[config.mk]
export PLATFORM = sky130hd
export DESIGN_NAME = mem_arbiter
export DESIGN_NICKNAME = d
export VERILOG_FILES = /design/src/rtl/mem_arbiter.sv
export SDC_FILE = /design/constraint.sdc
export NUM_CORES = 1
export LEC_CHECK = 0
export BUFFER_PORTS_ARGS = -buffer_cell sky130_fd_sc_hd__buf_2
export CORE_ASPECT_RATIO = 0.7
export CORE_MARGIN = 2
export CORE_UTILIZATION = 35
export CTS_CLUSTER_SIZE = 30
export DETAILED_ROUTE_END_ITERATION = 6
export PLACE_DENSITY_LB_ADDON = 0.12
export SLEW_MARGIN = 10
export SYNTH_ARGS = -nofsm -noshare
export SYNTH_HDL_FRONTEND = slang
export SYNTH_SLANG_ARGS = --single-unit
export TNS_END_PERCENT = 100
[constraint.sdc]
create_clock -name clk -period 2.62 [get_ports clk]
set_input_delay 0.131 -clock clk [delete_from_list [all_inputs] [get_ports clk]]
set_output_delay 0.131 -clock clk [all_outputs]
set_load 0.01 [all_outputs]
[src/rtl/mem_arbiter.sv]
// Two-port (fetch/data) arbiter onto a single-ported word memory with registered responses.
// Define MEM_ARB_ROUND_ROBIN_EN for alternating arbitration; default is data-priority with a fetch starvation limit.
module mem_arbiter #(
    parameter int STARVE_LIMIT = 4
) (
    input  logic        clk,
    input  logic        rst,
    input  logic        if_req_valid,
    input  logic [31:0] if_req_addr,
    output logic        if_req_ready,
    output logic        if_resp_valid,
    output logic [31:0] if_resp_data,
    input  logic        if_resp_ready,
    input  logic        d_req_valid,
    input  logic        d_req_we,
    input  logic [31:0] d_req_addr,
    input  logic [31:0] d_req_wdata,
    output logic        d_req_ready,
    output logic        d_resp_valid,
    output logic        d_resp_err,
    output logic [31:0] d_resp_rdata,
    input  logic        d_resp_ready,
    output logic [31:0] mem_address,
    output logic [31:0] mem_write_data,
    output logic        mem_write_enable,
    input  logic [31:0] mem_read_data
);

    logic        if_wait, d_wait, gnt_f, gnt_d, d_aligned;
    logic        if_resp_valid_q, if_resp_valid_d;
    logic [31:0] if_resp_data_q, if_resp_data_d;
    logic        d_resp_valid_q, d_resp_valid_d;
    logic        d_resp_err_q, d_resp_err_d;
    logic [31:0] d_resp_rdata_q, d_resp_rdata_d;

    // A port may compete only if its response slot is free (or freeing) this cycle.
    assign if_wait   = if_req_valid & (~if_resp_valid_q | if_resp_ready);
    assign d_wait    = d_req_valid & (~d_resp_valid_q | d_resp_ready);
    assign d_aligned = (d_req_addr[1:0] == 2'b00);

`ifdef MEM_ARB_ROUND_ROBIN_EN
    logic ptr_q, ptr_d;  // 0 = fetch has the turn, 1 = data

    always_comb begin
        gnt_f = 1'b0;
        gnt_d = 1'b0;
        ptr_d = ptr_q;
        if (!rst) begin
            if (if_wait && d_wait) begin
                gnt_d = ptr_q;
                gnt_f = ~ptr_q;
            end else begin
                gnt_f = if_wait;
                gnt_d = d_wait;
            end
        end
        if (gnt_f)      ptr_d = 1'b1;
        else if (gnt_d) ptr_d = 1'b0;
    end

    always_ff @(posedge clk or posedge rst) begin
        if (rst) ptr_q <= 1'b0;
        else     ptr_q <= ptr_d;
    end
`else
    localparam int CW = $clog2(STARVE_LIMIT + 1);
    logic [CW-1:0] starve_q, starve_d;
    logic          starved;

    // Counts data grants taken while fetch sat waiting; any other cycle clears it.
    always_comb begin
        starved  = if_wait && (starve_q >= CW'(STARVE_LIMIT));
        gnt_d    = !rst && d_wait && !starved;
        gnt_f    = !rst && if_wait && !gnt_d;
        starve_d = (gnt_d && if_wait) ? starve_q + 1'b1 : '0;
    end

    always_ff @(posedge clk or posedge rst) begin
        if (rst) starve_q <= '0;
        else     starve_q <= starve_d;
    end
`endif

    assign if_req_ready = gnt_f;
    assign d_req_ready  = gnt_d;

    always_comb begin
        mem_address      = '0;
        mem_write_data   = '0;
        mem_write_enable = 1'b0;
        if (gnt_f) begin
            mem_address = if_req_addr;
        end else if (gnt_d && d_aligned) begin
            mem_address = d_req_addr;
            if (d_req_we) begin
                mem_write_data   = d_req_wdata;
                mem_write_enable = 1'b1;
            end
        end
    end

    always_comb begin
        if_resp_valid_d = if_resp_valid_q & ~if_resp_ready;
        if_resp_data_d  = if_resp_data_q;
        d_resp_valid_d  = d_resp_valid_q & ~d_resp_ready;
        d_resp_err_d    = d_resp_err_q;
        d_resp_rdata_d  = d_resp_rdata_q;
        if (gnt_f) begin
            if_resp_valid_d = 1'b1;
            if_resp_data_d  = mem_read_data;
        end
        if (gnt_d) begin
            d_resp_valid_d = 1'b1;
            d_resp_err_d   = ~d_aligned;
            d_resp_rdata_d = (d_aligned && !d_req_we) ? mem_read_data : '0;
        end
    end

    always_ff @(posedge clk or posedge rst) begin
        if (rst) begin
            if_resp_valid_q <= 1'b0;
            if_resp_data_q  <= '0;
            d_resp_valid_q  <= 1'b0;
            d_resp_err_q    <= 1'b0;
            d_resp_rdata_q  <= '0;
        end else begin
            if_resp_valid_q <= if_resp_valid_d;
            if_resp_data_q  <= if_resp_data_d;
            d_resp_valid_q  <= d_resp_valid_d;
            d_resp_err_q    <= d_resp_err_d;
            d_resp_rdata_q  <= d_resp_rdata_d;
        end
    end

    assign if_resp_valid = if_resp_valid_q;
    assign if_resp_data  = if_resp_data_q;
    assign d_resp_valid  = d_resp_valid_q;
    assign d_resp_err    = d_resp_err_q;
    assign d_resp_rdata  = d_resp_rdata_q;

endmodule

==> impl_metrics.ini <==
[clocking]
root_buffer = clkbuf_16
cts_tree = yes
clkTransAtPathRegs_ns = 0.05
htreeDepth = 3
numClockSinks = 70
cts_resized = 0
cts_made_buffers = 9
clock_latency_ns = 0.33
clk_path_buf_depth = 2

[sta]
slew_headroom_pct = 33.4
min_period_ns = 2.23
worst_pin_slew_ns = 0.997
fmax_mhz = 449
slew_violations = 0
finalHoldViolCount = 0
setup_viol = 0
fin_worst_skew_ns = 0.00537
finalCritPeriodShare_pct = 85.1
tns_ns = 0
rsz0062_at_grt = no

[setup_path]
max_stage_delay_ns = 0.41
slowest_stage = o211ai_1
crit_family = buffers and inverters
r2r_end = d_resp_rdata[24]
cp_data_arrival_time_ns = 2.10
worst-r2r-setup-slack_ns = 0.87
startpoint = if_resp_valid
crit_chain = nor2b_2, o211ai_1, buf_12, mux2i_1, buf_2
cp.depth = 5
worstSetupPathType = reg2out
critical_path_buf_inv_count = 2
start_kind = register
reg2reg_from = if_resp_valid
worst_r2r_path_depth = 4
critPathCapture = mem_address[11]
cp-end-kind = output port
cp.required_ns = 2.49
critical_path.max_fanout = 57

[yosys]
syn_nets = 545
synth_cells = 409
ys.warnings.count = 0
synth.avg_cell_area_um2 = 9.41
synth_seq_area_share_pct = 45.5
synth_cell_types = 21
syn_area_um2 = 3850
synth_seq_cells = 70

[routing]
totalWireLength_mm = 12.0
first_iter_violations = 103
routedWlPerCell_um = 14.6
drcViolationCount = 0
antenna_left = 0
vias = 3728
dr.pass1.iters = 4
via_per_inst = 4.55

[placed_design]
gp_congestion = 0.747
dp_hpwl_mm = 9.10
port-buffer-count = 268

[grt]
grt_usage_pct = 19.6
grt_pass1_wl_mm = 18.3
grt_start_max_net_pins = 58
grt_pass1_vias = 3789
grt_overflow = 0
grt_antenna_before_repair = 0

[finish]
fin_nets = 805
multiInputGateArea_um2 = 1710
nFillCells = 1030
diodes = 0
drive_gt1_share_pct = 45.1
seq_area_um2 = 1750
area_delta_synth_final_pct = 46.1
final_util_pct = 53.5

[die]
die_w_um = 129
die_area_um2 = 11900
die_h_um = 91.8
start_util_pct = 36.6
io_pins = 269
core-area_um2 = 10500
row_count = 31

[pwr]
p_per_area_nw_per_um2 = 564
power.total_uw = 3170
p_leak_uw = 0.00335
ir_drop_v = 0.000378

[outcome]
outcome = finished clean

[min_path]
min_from = mem_read_data[16]
hp-class = in2reg

[run]
cap_viol_max_count = 0
## state kept, by name (all words and copies together), names as in the netlist
name and count:
if_resp_valid 1, d_resp_valid 1, starve_q 3, d_resp_rdata 32, d_resp_err 1, if_resp_data 32
## logic make-up (layout without fill, tap and decap cells)
| group | Yosys count | in the layout | share of synthesized area, % |
|---|---|---|---|
| adders and majority gates | 1 | 1 | 0.325 |
| DFF | 70 | 70 | 45.5 |
| muxes | 95 | 95 | 25.7 |
| and+or+nand+nor | 145 | 145 | 17.3 |
| AOI/OAI and AO/OA | 2 | 2 | 0.715 |
| buffers and inverters | 96 | 359 | 10.4 |
## where the power goes
part           internal (uW)  leakage [uW]  switching, uW  total (uW)
logic                    350       0.00232            393         742
clock network            705      0.000138            415        1120
registers               1240      0.000894           72.2        1310
## how the worst min path moves through the flow
stage                     slack [ns]  cells after the start          endpoint
after floorplan                 0.26                      2   d_resp_rdata[0]
after global placement          0.29                      2     if_resp_valid
after detailed placement        0.30                      2   d_resp_rdata[3]
after CTS                       0.02                      2  if_resp_data[16]
after global routing            0.03                      2  if_resp_data[17]
final                           0.03                      2  if_resp_data[16]
## layout make-up
class                      instances  share of cell area, %
sequential                        70                   31.1
multi-input combinational        243                   30.3
timing repair buffer             278                   25.9
clock buffer                      13                   4.80
inverter                          67                   4.47
tap                              148                   3.29
clock inverter                     1                 0.0889
## metrics by stage
step / cell area (um2) / hold WS (ns) / instances / worst slack, ns
6_report: 5630 / 0.0336 / 820 / 0.392
5_1_grt: 5630 / 0.0314 / 820 / 0.252
4_1_cts: 5630 / 0.0223 / 820 / 0.339
3_5_place_dp: 5340 / 0.298 / 805 / 0.706
3_3_place_gp: 5340 / 0.286 / 805 / 0.773
2_1_floorplan: 3850 / 0.265 / 409 / 0.721
## per-layer routing
metal / share of wire (%) / GRT usage, %
met1: 41 / 22.3
met3: 7.7 / 6.53
met4: 2.0 / 6.34
met2: 49 / 34.5
met5: 0 / 0
## Yosys cell counts
cell type | number | share of area [%]
mux2_1 | 26 | 7.6
dfrtp_1 | 70 | 45
clkbuf_1 | 16 | 1.6
buf_2 | 9 | 1.2
nor2_1 | 2 | 0.20
nand2b_1 | 3 | 0.49
mux2i_1 | 63 | 16
nand3_1 | 30 | 3.9
ha_1 | 1 | 0.32
and2_1 | 4 | 0.65
nor2b_2 | 1 | 0.23
inv_1 | 67 | 6.5
and4_1 | 1 | 0.23
nand2_1 | 65 | 6.3
o211ai_1 | 1 | 0.20
nor3_1 | 33 | 4.3
a211oi_4 | 1 | 0.52
buf_6 | 4 | 1.2
mux2_2 | 6 | 1.8
nor2b_1 | 5 | 0.81
or2_2 | 1 | 0.16
## layout by cell type (no fill, tap or decap)
| cell type | n |
|---|---|
| mux2_1 | 26 |
| buf_2 | 268 |
| nor2b_1 | 4 |
| nor3_2 | 1 |
| nor2b_2 | 2 |
| nor2_2 | 1 |
| clkbuf_1 | 1 |
| ha_1 | 1 |
| dlygate4sd3_1 | 1 |
| and4_1 | 1 |
| nand2_1 | 65 |
| dfrtp_1 | 70 |
| or2_2 | 1 |
| inv_2 | 1 |
| clkinv_2 | 1 |
| clkbuf_16 | 9 |
| mux2i_1 | 63 |
| nor2_1 | 1 |
| o211ai_1 | 1 |
| nand3_1 | 30 |
| mux2_2 | 6 |
| a211oi_4 | 1 |
| nand2b_1 | 3 |
| inv_1 | 66 |
| buf_12 | 3 |
| buf_4 | 6 |
| and2_1 | 4 |
| clkbuf_8 | 3 |
| nor3_1 | 32 |
## timing repair
| item | CTS | global route |
|---|---|---|
| buffers inserted | 0 | 0 |
| endpoints found under the hold margin | 28 | 0 |
| hold buffers | 1 | 0 |
No activity file was read; power rests on OpenSTA's default activity.
